`src/rtl/scoreboard_warp.sv`:
```
// -----------------------------------------------------------------------------
// scoreboard_warp
//   Per-warp 4-entry scoreboard for in-flight instructions. It sits beside
//   the warp's instruction buffer and does three jobs:
//     - answers hazard and capacity queries (full, empty, dependent),
//     - hands out a 2-bit entry ID on every normal issue grant,
//     - releases entries on ALU/MEM writeback and, for LW/SW, once the
//       buffer reports the replay as finished.
//
// Ports
//   clk, rst                         clock, asynchronous active-low reset
//   src1/src2/dst_IB_Scb [4:0]       register IDs at the buffer read pointer
//   src1/src2/dst_valid_IB_Scb       operand-used flags
//   RP_grt_IB_Scb                    issue grant: allocate the lowest free entry
//   replayable_IB_Scb                granted instruction is LW/SW
//   replay_complete_IB_Scb           replay finished for replay_complete_ScbID_IB_Scb
//   replay_SW_LWbar_IB_Scb           1 = SW, 0 = LW (must match the stored kind)
//   clr_valid/ScbID_ALU_Scb          ALU writeback done for an entry
//   clr_valid/ScbID_MEM_Scb          MEM writeback or per-pass done for an entry
//   full_Scb_IB, empty_Scb_IB        capacity status from registered state
//   dependent_Scb_IB                 RAW/WAW hazard against a valid entry
//   ScbID_Scb_IB [1:0]               lowest free entry (meaningful when not full)
//   err_Scb                          sticky: grant while full, or clear of an invalid entry
// -----------------------------------------------------------------------------
module scoreboard_warp #(
  parameter int NUM_ENTRIES = 4
) (
  input  logic       clk,
  input  logic       rst,
  input  logic [4:0] src1_IB_Scb,
  input  logic [4:0] src2_IB_Scb,
  input  logic [4:0] dst_IB_Scb,
  input  logic       src1_valid_IB_Scb,
  input  logic       src2_valid_IB_Scb,
  input  logic       dst_valid_IB_Scb,
  input  logic       RP_grt_IB_Scb,
  input  logic       replayable_IB_Scb,
  input  logic       replay_complete_IB_Scb,
  input  logic [1:0] replay_complete_ScbID_IB_Scb,
  input  logic       replay_SW_LWbar_IB_Scb,
  input  logic       clr_valid_ALU_Scb,
  input  logic [1:0] clr_ScbID_ALU_Scb,
  input  logic       clr_valid_MEM_Scb,
  input  logic [1:0] clr_ScbID_MEM_Scb,
  output logic       full_Scb_IB,
  output logic       empty_Scb_IB,
  output logic       dependent_Scb_IB,
  output logic [1:0] ScbID_Scb_IB,
  output logic       err_Scb
);

  localparam logic [NUM_ENTRIES-1:0] ONE_HOT0 = {{(NUM_ENTRIES-1){1'b0}}, 1'b1};
  localparam logic [NUM_ENTRIES-1:0] NONE     = {NUM_ENTRIES{1'b0}};

  // Entry state
  logic [NUM_ENTRIES-1:0] r_valid;
  logic [NUM_ENTRIES-1:0] r_dst_valid;
  logic [NUM_ENTRIES-1:0] r_pending;
  logic [NUM_ENTRIES-1:0] r_incomplete;
  logic [NUM_ENTRIES-1:0] r_is_sw;
  logic [4:0]             r_dst [NUM_ENTRIES];
  logic                   r_err;

  logic                   w_full;
  logic                   w_empty;
  logic [1:0]             w_free_id;
  logic                   w_alloc;
  logic [NUM_ENTRIES-1:0] w_alloc_oh;
  logic [NUM_ENTRIES-1:0] w_alu_oh;
  logic [NUM_ENTRIES-1:0] w_mem_oh;
  logic [NUM_ENTRIES-1:0] w_clr_oh;
  logic                   w_clr_bad;
  logic [NUM_ENTRIES-1:0] w_rc_oh;
  logic [NUM_ENTRIES-1:0] w_rc_ok;
  logic [NUM_ENTRIES-1:0] w_pending_nx;
  logic [NUM_ENTRIES-1:0] w_incomplete_nx;
  logic [NUM_ENTRIES-1:0] w_valid_nx;
  logic                   w_err_nx;
  logic                   w_dep;

  assign w_full  = &r_valid;
  assign w_empty = ~|r_valid;
  assign w_alloc = RP_grt_IB_Scb & ~w_full;

  // Lowest-index free entry; scanning from the top lets the lowest win.
  always_comb begin
    w_free_id = 2'b00;
    for (int i = NUM_ENTRIES - 1; i >= 0; i--) begin
      if (!r_valid[i]) begin
        w_free_id = i[1:0];
      end else begin
        w_free_id = w_free_id;
      end
    end
  end

  assign w_alloc_oh = w_alloc                ? (ONE_HOT0 << w_free_id)                    : NONE;
  assign w_alu_oh   = clr_valid_ALU_Scb      ? (ONE_HOT0 << clr_ScbID_ALU_Scb)            : NONE;
  assign w_mem_oh   = clr_valid_MEM_Scb      ? (ONE_HOT0 << clr_ScbID_MEM_Scb)            : NONE;
  assign w_rc_oh    = replay_complete_IB_Scb ? (ONE_HOT0 << replay_complete_ScbID_IB_Scb) : NONE;

  // Both ports naming the same entry collapse into a single clear. A clear of
  // an invalid entry (including the one being allocated) is dropped and flagged.
  assign w_clr_oh  = (w_alu_oh | w_mem_oh) & r_valid;
  assign w_clr_bad = |((w_alu_oh | w_mem_oh) & ~r_valid);

  // Replay completion only counts for a valid, still-incomplete entry of the
  // matching LW/SW kind; anything else is a level-held request and is ignored.
  assign w_rc_ok = w_rc_oh & r_valid & r_incomplete &
                   (replay_SW_LWbar_IB_Scb ? r_is_sw : ~r_is_sw);

  assign w_pending_nx    = r_pending & ~w_clr_oh;
  assign w_incomplete_nx = r_incomplete & ~w_rc_ok;
  // Release looks at next-state flags so final clear + final replay in one
  // cycle frees the entry at that same edge.
  assign w_valid_nx      = r_valid & (w_pending_nx | w_incomplete_nx);

  assign w_err_nx = r_err | (RP_grt_IB_Scb & w_full) | w_clr_bad;

  // Hazard check against registered entries only (no same-cycle clear bypass).
  always_comb begin
    w_dep = 1'b0;
    for (int i = 0; i < NUM_ENTRIES; i++) begin
      w_dep = w_dep | (r_valid[i] & r_dst_valid[i] &
                       ((src1_valid_IB_Scb & (src1_IB_Scb == r_dst[i])) |
                        (src2_valid_IB_Scb & (src2_IB_Scb == r_dst[i])) |
                        (dst_valid_IB_Scb  & (dst_IB_Scb  == r_dst[i]))));
    end
  end

  // Entry state update: allocation writes a fresh entry, otherwise apply clears.
  always_ff @(posedge clk or negedge rst) begin
    if (!rst) begin
      r_valid      <= NONE;
      r_dst_valid  <= NONE;
      r_pending    <= NONE;
      r_incomplete <= NONE;
      r_is_sw      <= NONE;
      for (int i = 0; i < NUM_ENTRIES; i++) begin
        r_dst[i] <= 5'd0;
      end
    end else begin
      for (int i = 0; i < NUM_ENTRIES; i++) begin
        if (w_alloc_oh[i]) begin
          r_valid[i]      <= 1'b1;
          r_pending[i]    <= 1'b1;
          r_incomplete[i] <= replayable_IB_Scb;
          r_is_sw[i]      <= replayable_IB_Scb & ~dst_valid_IB_Scb;
          r_dst_valid[i]  <= dst_valid_IB_Scb;
          r_dst[i]        <= dst_IB_Scb;
        end else begin
          r_valid[i]      <= w_valid_nx[i];
          r_pending[i]    <= w_pending_nx[i];
          r_incomplete[i] <= w_incomplete_nx[i];
          r_is_sw[i]      <= r_is_sw[i];
          r_dst_valid[i]  <= r_dst_valid[i];
          r_dst[i]        <= r_dst[i];
        end
      end
    end
  end

  // Sticky error flag.
  always_ff @(posedge clk or negedge rst) begin
    if (!rst) begin
      r_err <= 1'b0;
    end else begin
      r_err <= w_err_nx;
    end
  end

  assign full_Scb_IB      = w_full;
  assign empty_Scb_IB     = w_empty;
  assign dependent_Scb_IB = w_dep;
  assign ScbID_Scb_IB     = w_free_id;
  assign err_Scb          = r_err;

endmodule

```
`config.mk`:
```
export PLATFORM = sky130hd
export DESIGN_NAME = scoreboard_warp
export DESIGN_NICKNAME = d
export VERILOG_FILES = /design/src/rtl/scoreboard_warp.sv
export SDC_FILE = /design/constraint.sdc
export NUM_CORES = 1
export LEC_CHECK = 0
export CORE_ASPECT_RATIO = 2
export CORE_MARGIN = 4
export CORE_UTILIZATION = 40
export CTS_CLUSTER_DIAMETER = 60
export CTS_CLUSTER_SIZE = 16
export DETAILED_ROUTE_END_ITERATION = 8
export HOLD_SLACK_MARGIN = 0.15
export PLACE_DENSITY = 0.71
export REMOVE_ABC_BUFFERS = 1
export SLEW_MARGIN = 10
export SYNTH_ARGS = -nofsm -noshare
export SYNTH_HDL_FRONTEND = slang
export SYNTH_SLANG_ARGS = --single-unit
```
`constraint.sdc`:
```
create_clock -name clk -period 1.7 [get_ports clk]
set_input_delay 0.34 -clock clk [delete_from_list [all_inputs] [get_ports clk]]
set_output_delay 0.34 -clock clk [all_outputs]
set_load 0.03 [all_outputs]
```
==> summary.md, run 1 <==
| Metric | Value |
|---|---|
| TritonRoute pass-1 iters | `5` |
| Pwr Density | `1542 nW/um^2` |
| Hold_ws | `0.4659 ns` |
| Hold path cells | `2` |
| Initial antenna violation count | `0` |
| Synth Area in XOR/XNOR | `21.77%` |
| Crit. End Element | `primary output` |
| Sw Ratio | `between 30% and 40%` |
| Adder-Cell Fraction of Synth Area | `0%` |
| Mapped cell area | `2575 um^2` |
| Run status | `finished with violations` |
| Most frequent cells in the layout | `buf_4, xor2_1, nand2_1` |
| Hold/Removal Path Class | `in2reg` |
| Switch Pwr | `2.239 mW` |
| Register Area | `1039 um^2` |
| FF-to-FF path depth | `6` |
| Final WL | `7630 um` |
| Failing checks | `negative setup slack` |
| Pint | `3.415 mW` |
| Initial detailed-routing violation count | `94` |
| Mux cell area share after synthesis | `9.038%` |
| Area growth from synthesis to layout | `42.42%` |
| Fmax | `0.4657 GHz` |
| Nets | `369` |
| Routed vias | `2207` |
| WS Path Type | `reg2out` |
| Core Box Area | `6310 um^2` |
| Vias per cell | `5.217` |
| Hpwl dp | `5987 um` |
| Worst R2R Start | `r_valid[1]` |
| Die Span Y | `121.5 um` |
| Fin worst setup slack | `-0.4475 ns` |
| Most common cell after layout, fill and taps aside | `buf_4` |
| Worst vdd ir | `710.6 uV` |
| Multi-input gate area | `between 1500 and 2000 um^2` |
| # diodes | `0` |
| Die area | `a little under 8000 um^2` |
| Max-Cap Viols | `0` |
| Compound-Gate Fraction of Synth Area | `6.608%` |
| Sequential Power Share | `between 30% and 40%` |
| WL/cell | `18.04 um` |
| Clock network power share | `16.2%` |
| Final Max Tran Viols | `0` |
| Width of the die | `~65 um` |
| HP Start | `dst_IB_Scb[0]` |
| Global route overflow | `0` |
| Final instance area | `3667 um^2` |
| Largest family of logic cells by synthesized area | `XOR/XNOR gates` |
| GP Congestion | `0.9048` |
| Rows | `41` |
| Placed inst area | `3234 um^2` |
| Fin crit share | `126.3%` |
| Layout filler cell count | `about 550` |
| First-pass GRT wire length | `roughly 12000 um` |
| Worst-path maximum fanout | `4` |
| Synth unique cells | `37` |
| Worst-path clk slew | `0.05 ns` |
| CTS max path bufs | `2` |
| I/O Buffers | `37` |
| Final Hold Viols | `0` |
| RSZ-0062 raised after global routing | `yes` |
| Overall global routing resource usage | `between 20% and 30%` |
| Endpoint arrival time on the critical path | `1.81 ns` |
| Largest net degree at the start of global routing | `42` |
| Max-Slew Margin vs Limit | `between 60% and 70%` |
| Clock Sinks | `41` |
| Post-synthesis register bit count | `41` |
| YS warnings | `0` |
| Final Skew | `0.003002 ns` |
| Number of buffers created by CTS | `5` |
| Initial Util | `40.81%` |
| Finish-stage setup viols | `1` |
| Startpoint Class | `flip-flop` |
| CTS tree | `built` |
| Root buffer cell | `clkbuf_16` |
| CP startpoint | `r_dst[14]` |
| Share of cells above drive strength 1 | `33.83%` |
| Logic pwr share | `around half` |
| Crit path time final | `2.147 ns` |
| Post-route ant nets | `0` |
| LEAKAGE | `1.624 nW` |
| Vias in the first global route | `2426` |
| Slew @ Worst Pin | `0.5227 ns` |
| DRC Markers | `0` |
| H-tree Lvls | `2` |
| Req. time, crit path | `1.36 ns` |
| Mean Syn Cell Area | `9.866 um^2` |
| Clk Latency, worst-skew pair | `0.28 ns` |
| Mapped Cells | `261` |
| IO Count | `38` |
| Synth Area in Simple Gates | `a little under a fifth` |
| Sequential area share after synthesis | `between 30% and 40%` |
==> layer usage <==
metal	vias to the layer above	track usage [%]	part of all wire, %
met5	-	0	0
met2	71	38.55	56
met3	31	3.244	2.9
met4	0	16.69	6.8
met1	1068	18.98	34
li1	1037	-	-
==> layout make-up <==
class	instances	share of cell area, %
clock buffer	7	3.889
inverter	6	0.6141
multi-input combinational	200	44.18
sequential	41	28.32
tap	86	2.934
timing repair buffer	83	20.06
==> cells in the mapped netlist <==
master | count | area, um^2
or3_1 | 2 | 12.51
clkbuf_1 | 3 | 11.26
nand3_1 | 2 | 10.01
buf_4 | 5 | 37.54
xnor2_1 | 13 | 113.9
xor2_1 | 51 | 446.7
o22ai_1 | 1 | 6.260
a31oi_1 | 3 | 18.77
dfrtp_1 | 41 | 1026
buf_6 | 1 | 11.26
o41ai_1 | 1 | 8.760
nand4_1 | 16 | 100.1
a21o_1 | 2 | 15.01
mux2i_1 | 3 | 30.03
and2_1 | 4 | 25.02
nor2b_1 | 1 | 6.260
o22a_1 | 1 | 8.760
and3_1 | 1 | 6.260
nor4b_1 | 1 | 8.760
nor4_1 | 13 | 81.33
o21a_1 | 1 | 7.510
a21oi_1 | 3 | 15.01
nor2_1 | 4 | 15.01
and3b_1 | 1 | 8.760
nand2_1 | 35 | 131.4
nand4b_1 | 1 | 8.760
nor2b_4 | 1 | 13.76
nand2b_1 | 3 | 18.77
inv_1 | 6 | 22.52
mux2_2 | 18 | 202.7
nand4b_2 | 1 | 15.01
clkbuf_8 | 1 | 13.76
a21bo_2 | 1 | 10.01
o21ai_0 | 13 | 65.06
buf_2 | 4 | 20.02
a21boi_0 | 2 | 15.01
nor3b_1 | 1 | 7.510
==> stage by stage <==
stage                     util [%]  total power [mW]  setup TNS (ns)  setup WS, ns  instances
after floorplan                  -             3.200        -0.09785      -0.09785        247
after global placement       51.26             4.166          -1.501       -0.8789        409
after detailed placement     51.26             4.234          -1.687       -0.9153        409
after CTS                    55.76             5.366         -0.4164       -0.4164        422
after global routing         58.12             5.996         -0.4963       -0.4959        423
final                        58.12             5.654         -0.4475       -0.4475        423
==> critical path, stage by stage (launching register included) <==
cell and delay (ns):
dfrtp_2 0.46, buf_6 0.14, xor2_2 0.13, nor4_2 0.07, nand4_1 0.07, nand4_1 0.11
or3_1 0.40, buf_6 0.15
==> state kept, by name, indices dropped and copies added, names as in the netlist <==
register,cells
err_Scb,1
r_dst,20
r_dst_valid,4
r_incomplete,4
r_is_sw,4
r_pending,4
r_valid,4
==> kinds of logic (layout without fill, tap and decap cells) <==
group | after synthesis | after routing
flops | 41 | 41
buf+inv | 20 | 96
mux | 21 | 21
compound gates | 28 | 28
simple gates | 87 | 87
xor+xnor | 64 | 64
==> final timing paths <==
kind	endpoint	slack [ns]
max in group asynchronous	r_dst[7]	0.65
min in group asynchronous	r_dst[15]	0.66
min	r_dst[10]	0.47
min reg2reg	r_dst_valid[0]	0.47
max	dependent_Scb_IB	-0.45
max reg2reg	err_Scb	0.18
==> what timing repair did <==
action / CTS / global route
resized for setup: 44 / 26
pin swaps: 8 / 9
hold buffers: 1 / 0
setup endpoints to repair: 3 / 4
hold endpoints to repair: 41 / 0
buffers inserted: 5 / 2
==> power groups by stage <==
stage / Clock [mW] / Sequential (mW) / Combinational (mW)
after global routing: 0.983 / 2.05 / 2.96
after CTS: 0.937 / 1.97 / 2.46
after detailed placement: 0 / 1.98 / 2.26
after floorplan: 0 / 1.87 / 1.33
final: 0.916 / 1.99 / 2.74
after global placement: 0 / 1.96 / 2.21
No activity file was read; power rests on OpenSTA's default activity.
==> run 2: changes to the inputs <==
--- a/config.mk
+++ b/config.mk
@@ -6,12 +6,10 @@
 export NUM_CORES = 1
 export LEC_CHECK = 0
 export CORE_ASPECT_RATIO = 2
-export CORE_MARGIN = 4
 export CORE_UTILIZATION = 40
 export CTS_CLUSTER_DIAMETER = 60
 export CTS_CLUSTER_SIZE = 16
 export DETAILED_ROUTE_END_ITERATION = 8
-export HOLD_SLACK_MARGIN = 0.15
 export PLACE_DENSITY = 0.71
 export REMOVE_ABC_BUFFERS = 1
 export SLEW_MARGIN = 10
==> run 2 against run 1 <==
  * The run still ends with negative setup slack left
  * Core utilization up 4.1 points
  * Die area shrank 14%
  * Maximum frequency down 2.3%
  * Critical path type unchanged
  * Critical endpoint unchanged
  * Largest cell class unchanged
  * Highest routed layer unchanged
==> summary.md, run 2 (same netlist as run 1, synthesis figures left out) <==
| Metric | Value |
|---|---|
| Hold_ws | `0.1005 ns (-0.3655 ns)` |
| Die Span Y | `115.5 um (-4.9%)` |
| Worst R2R Start | `r_valid[1]` |
| H-tree Lvls | `2 (unchanged)` |
| I/O Buffers | `37 (unchanged)` |
| DRC Markers | `0 (unchanged)` |
| Most frequent cells in the layout | `buf_4, xor2_1, nand2_1` |
| Initial detailed-routing violation count | `91 (-3.2%)` |
| Die area | `6782 um^2 (-14%)` |
| CTS tree | `built` |
| Fmax | `0.4551 GHz (-2.3%)` |
| Number of buffers created by CTS | `5 (unchanged)` |
| Pint | `3.864 mW (+13%)` |
| Sequential Power Share | `31.5% (-3.8 points)` |
| Slew @ Worst Pin | `0.5197 ns (-0.003013 ns)` |
| Initial Util | `41.14% (+0.33 points)` |
| RSZ-0062 raised after global routing | `yes` |
| Final WL | `8137 um (+6.6%)` |
| Root buffer cell | `clkbuf_16` |
| Width of the die | `58.74 um (-9.3%)` |
| WL/cell | `18.41 um (+2.1%)` |
| Hpwl dp | `6139 um (+2.5%)` |
| Global route overflow | `0 (unchanged)` |
| Logic pwr share | `48.8% (+0.3 points)` |
| Most Crowded Layer GR | `met2` |
| Clock Sinks | `41 (unchanged)` |
| Core Box Area | `6259 um^2 (-0.81%)` |
| Crit path time final | `2.197 ns (+0.04994 ns)` |
| Final Hold Viols | `0 (unchanged)` |
| Pwr Density | `1603 nW/um^2 (+4.0%)` |
| Final core utilization | `62.20% (+4.1 points)` |
| Worst-path maximum fanout | `3 (-1)` |
| Fin worst setup slack | `-0.4974 ns (-0.04994 ns)` |
| Nets | `387 (+4.9%)` |
| Largest net degree at the start of global routing | `42 (unchanged)` |
| Met3 usage | `5.134% (+1.9 points)` |
| CTS max path bufs | `2 (unchanged)` |
| Most common cell after layout, fill and taps aside | `buf_4` |
| Startpoint Class | `flip-flop` |
| Grt met2 use | `47.42% (+8.9 points)` |
| Worst-path clk slew | `0.06 ns (about the same)` |
| WS Path Type | `reg2out` |
| Met1 Usage GRT | `24.22% (+5.2 points)` |
| Final Max Tran Viols | `0 (unchanged)` |
| Vias in the first global route | `2536 (+4.5%)` |
| TritonRoute pass-1 iters | `4 (-1)` |
| Vias per cell | `5.271 (+1.0%)` |
| Number of flip-flops under the largest register name | `20 (unchanged)` |
| First-pass GRT wire length | `12740 um (+5.9%)` |
| Area growth from synthesis to layout | `51.17%` |
| Overall global routing resource usage | `26.41% (+5.7 points)` |
| Initial antenna violation count | `0 (unchanged)` |
| FF-to-FF path depth | `5 (-1)` |
| Failing checks | `negative setup slack` |
| Worst vdd ir | `931.9 uV (+31%)` |
| Switch Pwr | `2.377 mW (+6.2%)` |
| Max-Cap Viols | `0 (unchanged)` |
| Fin crit share | `129.3% (+2.9 points)` |
| Max-Slew Margin vs Limit | `65.36% (+0.20 points)` |
| Final Skew | `0.007376 ns (+0.004374 ns)` |
| Hold/Removal Path Class | `in2async` |
| Crit. End Element | `primary output` |
| Worst reg2reg setup slack | `0.18 ns (about the same)` |
| Routed vias | `2330 (+5.6%)` |
| IO Count | `38 (unchanged)` |
| Run status | `finished with violations` |
| Share of cells above drive strength 1 | `36.80% (+3.0 points)` |
| Post-route ant nets | `0 (unchanged)` |
| GP Congestion | `0.9563 (+5.7%)` |
| Finish-stage setup viols | `1 (unchanged)` |
| # diodes | `0 (unchanged)` |
| Clock network power share | `19.7% (+3.5 points)` |
| Endpoint arrival time on the critical path | `1.86 ns (+0.05 ns)` |
| Clk Latency, worst-skew pair | `0.29 ns (about the same)` |
| LEAKAGE | `1.741 nW (+7.2%)` |
| Top reg by flops | `r_dst` |
| RR Endpoint | `r_valid[1]` |
| Req. time, crit path | `1.36 ns (about the same)` |
| Rows | `41 (unchanged)` |
| Sw Ratio | `38.09% (-1.5 points)` |
==> run 2: power by group through the flow <==
stage / logic [mW] / clock network, mW / registers (mW)
after floorplan: 1.33 / 0 / 1.87
after global placement: 2.48 / 0 / 1.91
after detailed placement: 2.51 / 0 / 1.91
after CTS: 2.79 / 1.25 / 1.92
after global routing: 3.29 / 1.29 / 2.01
final: 3.05 / 1.23 / 1.96
==> run 2: worst max path at each step <==
stage / slack, ns / from / endpoint / cells past startpoint
2_1_floorplan: -0.1 / r_valid[2] / empty_Scb_IB / 1
3_3_place_gp: -0.92 / dst_IB_Scb[4] / dependent_Scb_IB / 8
3_5_place_dp: -0.83 / dst_IB_Scb[4] / dependent_Scb_IB / 8
4_1_cts: -0.49 / r_dst[16] / dependent_Scb_IB / 7
5_1_grt: -0.57 / r_dst[3] / dependent_Scb_IB / 6
6_report: -0.50 / r_dst[9] / dependent_Scb_IB / 7
==> run 2: layer usage <==
metal / vias up / wire length, um
met5: - / 0
met4: 0 / 609
met3: 34 / 325
met2: 74 / 4549
met1: 1139 / 2652
li1: 1083 / -
==> run 2: final cells by class <==
cell class | count | area (um^2)
clock buffer | 5 | 125.1
clock inverter | 3 | 65.06
fill | 529 | 2366
inverter | 6 | 22.52
multi-input combinational | 200 | 1675
sequential | 41 | 1035
tap | 86 | 107.6
timing repair buffer | 101 | 862.1
==> run 2: per-stage QoR <==
stage / cells / total power [mW] / setup WS (ns) / instance area (um^2) / TNS [ns]
floorplan: 247 / 3.200 / -0.09785 / 2481 / -0.09785
global placement: 426 / 4.385 / -0.9195 / 3362 / -1.700
detailed placement: 426 / 4.423 / -0.8265 / 3362 / -1.780
CTS: 438 / 5.961 / -0.4929 / 3736 / -0.4929
global route: 442 / 6.586 / -0.5710 / 3892 / -0.5710
finish: 442 / 6.241 / -0.4974 / 3892 / -0.4974
==> run 2: timing repair <==
| item | CTS | global route |
|---|---|---|
| pin swaps | 20 | 7 |
| setup endpoints to repair | 3 | 3 |
| hold buffers | 0 | 0 |
| gates resized for setup | 46 | 20 |
| buffers inserted | 4 | 4 |
==> run 2: worst max-delay path, cell delays in order (launching register included) <==
cell	delay, ns
dfrtp_1	0.44
buf_6	0.16
xor2_2	0.19
nor4_4	0.07
nand4_1	0.07
nand4_1	0.10
or3_4	0.39
buf_6	0.15
